## config.mk

```make
export PLATFORM = sky130hd
export DESIGN_NAME = cdc_src_arbiter
export DESIGN_NICKNAME = d
export VERILOG_FILES = /design/src/rtl/cdc_src_arbiter.sv
export SDC_FILE = /design/constraint.sdc
export NUM_CORES = 1
export LEC_CHECK = 0
export ABC_CLOCK_PERIOD_IN_PS = 2800
export CORE_UTILIZATION = 38
export DETAILED_ROUTE_END_ITERATION = 7
export GPL_ROUTABILITY_DRIVEN = 0
export GPL_TIMING_DRIVEN = 0
export PLACE_DENSITY = 0.94
export SKIP_CTS_REPAIR_TIMING = 1
export SLEW_MARGIN = 20
export SYNTH_ARGS = -nofsm -noshare
export SYNTH_HDL_FRONTEND = slang
export SYNTH_SLANG_ARGS = --single-unit
```

## constraint.sdc

```tcl
create_clock -name clk_i -period 2.8 [get_ports clk_i]
set_clock_uncertainty 0.15 [all_clocks]
set_input_delay 0.42 -clock clk_i [delete_from_list [all_inputs] [get_ports clk_i]]
set_output_delay 0.42 -clock clk_i [all_outputs]
set_load 0.01 [all_outputs]
```

## src/rtl/cdc_src_arbiter.sv

```systemverilog
// cdc_src_arbiter: round-robin sharing of one CDC source port
// among REQ_NUM requesters, with a registered {id, payload} output.
module cdc_src_arbiter #(
   parameter int REQ_NUM    = 4,
   parameter int DATA_WIDTH = 32,
   parameter int MAX_BURST  = 4,
   localparam int ID_WIDTH  = (REQ_NUM > 1) ? $clog2(REQ_NUM) : 1
) (
   input  logic                           clk_i,
   input  logic                           rst_n_i,
   input  logic [REQ_NUM-1:0]             req_valid_i,
   output logic [REQ_NUM-1:0]             req_ready_o,
   input  logic [REQ_NUM*DATA_WIDTH-1:0]  req_data_i,
   output logic                           cdc_valid_o,
   input  logic                           cdc_ready_i,
   output logic [ID_WIDTH+DATA_WIDTH-1:0] cdc_data_o,
   output logic [ID_WIDTH-1:0]            gnt_id_o,
   output logic                           busy_o
);

   typedef enum logic {IDLE = 1'b0, LOCK = 1'b1} state_e;

   localparam logic [7:0] LAST_BEAT = 8'(MAX_BURST - 1);
   localparam logic [ID_WIDTH-1:0] LAST_ID = ID_WIDTH'(REQ_NUM - 1);

   state_e                         state_q;
   logic [ID_WIDTH-1:0]            gnt_q;
   logic [ID_WIDTH-1:0]            last_q;
   logic [7:0]                     beat_cnt_q;
   logic                           cdc_valid_q;
   logic [ID_WIDTH+DATA_WIDTH-1:0] cdc_data_q;

   logic                  sel_valid;
   logic [DATA_WIDTH-1:0] sel_data;
   logic                  any_valid;
   logic [ID_WIDTH-1:0]   win_id;
   logic [ID_WIDTH-1:0]   hi_id;
   logic                  hi_found;
   logic [ID_WIDTH-1:0]   lo_id;
   logic                  obuf_free;
   logic                  beat;
   logic                  burst_end;
   logic [REQ_NUM-1:0]    ready;

   assign any_valid = |req_valid_i;
   assign obuf_free = !cdc_valid_q || cdc_ready_i;
   assign beat      = (state_q == LOCK) && sel_valid && obuf_free;
   assign burst_end = beat && (beat_cnt_q == LAST_BEAT);

   // Pick the granted requester's valid and payload.
   always_comb begin
      sel_valid = 1'b0;
      sel_data  = '0;
      for (int k = 0; k < REQ_NUM; k++) begin
         if (gnt_q == ID_WIDTH'(k)) begin
            sel_valid = req_valid_i[k];
            sel_data  = req_data_i[k*DATA_WIDTH +: DATA_WIDTH];
         end
      end
   end

   // Rotating priority: lowest valid index above last_q, else lowest overall.
   always_comb begin
      hi_id    = '0;
      hi_found = 1'b0;
      lo_id    = '0;
      for (int k = REQ_NUM - 1; k >= 0; k--) begin
         if (req_valid_i[k]) begin
            lo_id = ID_WIDTH'(k);
            if (ID_WIDTH'(k) > last_q) begin
               hi_id    = ID_WIDTH'(k);
               hi_found = 1'b1;
            end
         end
      end
      win_id = hi_found ? hi_id : lo_id;
   end

   // Only the granted requester sees ready, and only when the buffer can take a beat.
   always_comb begin
      ready = '0;
      for (int k = 0; k < REQ_NUM; k++) begin
         if (state_q == LOCK && obuf_free && gnt_q == ID_WIDTH'(k)) begin
            ready[k] = 1'b1;
         end
      end
   end

   // Grant FSM, burst counter and the one-entry output register.
   always_ff @(posedge clk_i or negedge rst_n_i) begin
      if (!rst_n_i) begin
         state_q     <= IDLE;
         gnt_q       <= '0;
         last_q      <= LAST_ID;
         beat_cnt_q  <= '0;
         cdc_valid_q <= 1'b0;
         cdc_data_q  <= '0;
      end else begin
         if (beat) begin
            cdc_valid_q <= 1'b1;
            cdc_data_q  <= {gnt_q, sel_data};
         end else if (cdc_ready_i) begin
            cdc_valid_q <= 1'b0;
         end
         unique case (state_q)
            IDLE: begin
               if (any_valid) begin
                  state_q    <= LOCK;
                  gnt_q      <= win_id;
                  beat_cnt_q <= '0;
               end
            end
            LOCK: begin
               if (!sel_valid || burst_end) begin
                  state_q <= IDLE;
                  last_q  <= gnt_q;
               end else if (beat) begin
                  beat_cnt_q <= beat_cnt_q + 8'd1;
               end
            end
         endcase
      end
   end

   assign req_ready_o = ready;
   assign cdc_valid_o = cdc_valid_q;
   assign cdc_data_o  = cdc_data_q;
   assign gnt_id_o    = gnt_q;
   assign busy_o      = (state_q == LOCK) || cdc_valid_q;

endmodule

```

# Word level (Yosys, flattened, before mapping)
# Index checks and enable logic that the tools add are counted.
# totals
reg_bits,48
input_bits,135
output_inout_bits,42
elab_cells,80
# classes
n_addsub,1
magnitude_cmp,4
n_eq_ne,7
muxes,42
bitwise_logic,1
n_reduce_logical,19
# ops
operator,count
$mux W32,4
$mux W2,13
$mux W8,3
$mux W1,20
$pmux W8 S2,1
$add A8 B1 Y8 const B,1
$eq A8 B2 Y1 const B,1
$logic_and A1 B1 Y1,8
$eq A2 B2 Y1 const B,2
$gt A1 B2 Y1 const A,2
$gt A2 B2 Y1 const A,2
$ne A2 B2 Y1 const B,2
$reduce_and A2 Y1,2
$reduce_or A4 Y1,1
$logic_or A1 B1 Y1,3
$reduce_and A3 Y1,1
$eq A2 B1 Y1 const B,1
$logic_not A1 Y1,2
$logic_not A2 Y1,1
$ne A2 B1 Y1 const B,1
$pmux W1 S2,1
$reduce_bool A2 Y1,1
$not A1 Y1,1

# Logic depth before layout (Yosys ltp)
# depth
depth_word,11
depth_mapped,6
mapped_depth_nobuf,5

# Worst setup path before layout
# No wires, ideal clock.
# synth_timing
kind,reg2reg
start,"register gnt_q[0], in the netlist gnt_id_o[0]"
end,"register cdc_data_q[10], in the netlist cdc_data_o[10]"
setup_time_ns,0.125
t_arrival_ns,1.790
required_ns,2.525
setup_slack_ns,0.734
path_stages_with_launch,5
path_cell_list,dfrtp_1 -> buf_2 -> buf_2 -> mux4_2 -> mux2_4
# synth_between
elab_chain_len,7
# synth_lines
item,line_no,source
from (decl),27,logic [ID_WIDTH-1:0] gnt_q;
from (signal assigned),109,gnt_q <= win_id;
$logic_not A2 Y1,55,if (gnt_q == ID_WIDTH'(k)) begin
$mux W1 (4 in a row),55,
$logic_and A1 B1 Y1 (2 in a row),47,assign beat = (state_q == LOCK) && sel_valid && obuf_free;
to (signal assigned),101,"cdc_data_q <= {gnt_q, sel_data};"
to (decl),31,logic [ID_WIDTH+DATA_WIDTH-1:0] cdc_data_q;
# Several ways; a longest one is shown, not always the timed one.
# A chain may end at the register's enable or synchronous reset.

# Worst setup path after layout
# layout_timing
start,"register gnt_q[0], in the netlist gnt_id_o[0]"
end,output port req_ready_o[1]
# layout_between
elab_chain_len,3
# layout_lines
item,line_no,source
$eq A2 B1 Y1,83,if (state_q == LOCK && obuf_free && gnt_q == ID_WIDTH'(k)) begin
$logic_and A1 B1 Y1,83,
$mux W1,83,
to (decl),12,"output logic [REQ_NUM-1:0] req_ready_o,"
# No other way between the ends.

==> metrics.csv <==
metric,value,unit
cp_top_family,buffers and inverters,
cp_max_fo,10,
start_kind,flop,
syn_avg_cell_area,14.6,um2
rsz0062_at_grt,no,
die_area,0.00806,mm2
cts_sinks,48,
first_pass_iters,4,
cp.required,2230,ps
synthSimpleGateAreaFrac,7.31,%
die_w,89.8,um
yosysSeqAreaShare,41.1,%
placed_cell_area,0.00483,mm2
met1_usage,26.3,%
synth_nets,337,
power.density,917,mW/mm2
setup_viol,0,
drive_gt1_share,23.1,%
numCtsBuffers,5,
r2r_slack,590,ps
synthArstFlopShare,100,%
viasPerCell,5.33,
antenna_found_initial,0,
leakage,1.99,nW
grt_max_degree,29,
crit_start,gnt_id_o[0],
worstPathArrival,2050,ps
yosys.area_share.adder,0.427,%
synth_edf_count,0,
reg2reg_from,gnt_id_o[1],
fmax,0.382,GHz
avgRoutedWirePerCell,18.4,um
cp_common_cell,buf_4,
initial_utilization,39.9,%
critPathKind,flop to primary output,
critPathMaxStageDelay,570,ps
cts_tree,built,
die_h,89.8,um
ys.flop_type,dfrtp_1,
crit_slowest_cell,clkdlybuf4s50_1,
htreeDepth,2,
hold_viol,0,
layout_min_cycle_time,2620,ps
synth_area,0.00293,mm2
grt_pass1_wl,14700,um
final_util,67.1,%
slew_violations,0,
rr_worst_depth,5,
rows,31,
hpwl,7100,um
overflow,0,
vdd_drop_max,0.000526,V
synth_cell_types,34,
hold_slack,358,ps
status,finished clean,
hold_path.class,flop to flop,
clk_latency,300,ps
use_met2,42.4,%
worstMarginPinSlew,602,ps
cp.depth,5,
instances_no_fill,484,
root_buffer,clkbuf_8,
ys_warn_count,0,
num_io_pins,177,
portBuffers,176,
track_usage,23.1,%
netlist_instances,201,
coreArea,0.00733,mm2
synth_compound_area_share,4.70,%
finalInstanceArea,0.00492,mm2
wl,8920,um
maxCapViolations,0,
antennaDiodeCount,0,
dp.cells,477,
grtUsageMet3,5.58,%
synth_top_family_by_area,multiplexers,
nets,520,
syn2layout_area_growth,68.0,%
cts.clk_slew.worst_paths,80,ps
path_buf_inv,4,
period_share,93.4,%
cts_buffer_depth,2,
r2r_end,cdc_data_o[18],
cp_cell_sequence,buf_4 -> buf_4 -> inv_1 -> nor3_1 -> clkdlybuf4s50_1,
holdPathStages,2,
ys_seq_elements,48,
ant_nets,0,
crit_path_end_kind,primary output,
critPathCapture,req_ready_o[1],
grt_busiest_layer,met2,
synth_xor_area_share,0,%
slew_headroom,59.9,%
muxShareOfSynthArea,42.8,%
drc,0,
grt_pass1_vias,2904,
via_count,2579,
drtIter0Drc,54,
[cell usage in the layout, fill, tap and decap left out, drive strengths merged]
master         netlist  routed
clkdlybuf4s50        0     175
dfrtp               46      46
mux2                34      34
mux4                33      33
nand2               16      16
clkbuf               5      10
buf                  8      10
inv                  6       6
nand3                6       6
nor2                 5       5
o21ai                5       5
or3                  4       4
a21oi                4       4
nor3                 3       3
and3                 3       3
mux2i                3       3
o31ai                3       3
o22ai                2       2
dfstp                2       2
or2                  1       1
nand2b               1       1
nor2b                1       1
or4b                 1       1
a21o                 1       1
o211ai               1       1
and4b                1       1
a31o                 1       1
a221oi               1       1
o221a                1       1
o41ai                1       1
or4                  1       1
ha                   1       1
clkinv               0       1
dlygate4sd3          0       1
[metrics by stage]
stage | setup TNS, ps | worst slack [ps] | power (mW)
floorplan | 0 | 734 | 3.00
global placement | -10000 | -220 | 4.06
detailed placement | -37.1 | -32.2 | 4.15
CTS | -967 | -378 | 4.57
global route | 0 | 38.5 | 4.79
finish | 0 | 183 | 4.51
[metal layers]
metal	up-vias	share of wire, %	wire (um)
met5	-	0	0
met3	18	6.5	578
met1	1295	38	3350
met4	0	1.7	155
met2	116	54	4840
li1	1150	-	-
[synthesized netlist by cell type, types with 3 or more instances]
master | instances | share of area (%)
a21oi_1 | 4 | 0.68
and3_1 | 3 | 0.64
buf_2 | 4 | 0.68
buf_6 | 4 | 1.5
clkbuf_1 | 5 | 0.64
dfrtp_1 | 46 | 39
inv_1 | 6 | 0.77
mux2_2 | 8 | 3.1
mux2_4 | 26 | 13
mux2i_1 | 3 | 1.0
mux4_2 | 33 | 25
nand2_1 | 16 | 2.1
nand3_1 | 6 | 1.0
nor2_1 | 5 | 0.64
nor3_1 | 3 | 0.51
o21ai_0 | 5 | 0.85
or3_1 | 4 | 0.85
[registers in the layout (all words and copies together) (netlist names)]
register,count
cdc_data_o,34
beat_cnt_q,8
cdc_valid_o,1
gnt_id_o,2
last_q,2
state_q,1
[worst min-delay path, delay by kind of cell (launching register included)]
family / cells / cell delay, ps
DFF: 1 / 370
and+or+nand+nor: 2 / 120
[area by class of cell]
cell class	instances	area, um2
plain buffers	11	81.3
clock buffers	7	76.3
clock inverters	1	5.00
fillers	517	2410
inverters	6	22.5
multi-input cells	134	1620
flip-flops and latches	48	1200
well taps	99	124
repair buffers	178	1790
[cell families (layout without fill, tap and decap cells)]
group / after synthesis / count (layout)
compound gates: 20 / 20
fa+ha+maj: 1 / 1
buf+inv: 19 / 203
flops: 48 / 48
mux: 70 / 70
simple gates: 43 / 43
[power breakdown]
part           internal, mW  total, mW  switching [mW]
clock network         0.176      0.395           0.219
logic                  1.79       2.85            1.06
registers              1.03       1.27           0.240
[worst min path at each step]
| stage | startpoint | end | slack, ps |
|---|---|---|---|
| detailed placement | rst_n_i | cdc_data_o[33] | 260 |
| global route | cdc_data_o[2] | cdc_data_o[2] | 370 |
| global placement | cdc_data_o[32] | cdc_data_o[32] | 320 |
| finish | cdc_data_o[33] | cdc_data_o[33] | 360 |
| floorplan | rst_n_i | beat_cnt_q[0] | -30 |
| CTS | rst_n_i | cdc_data_o[33] | -60 |
No activity file was read; power rests on OpenSTA's default activity.
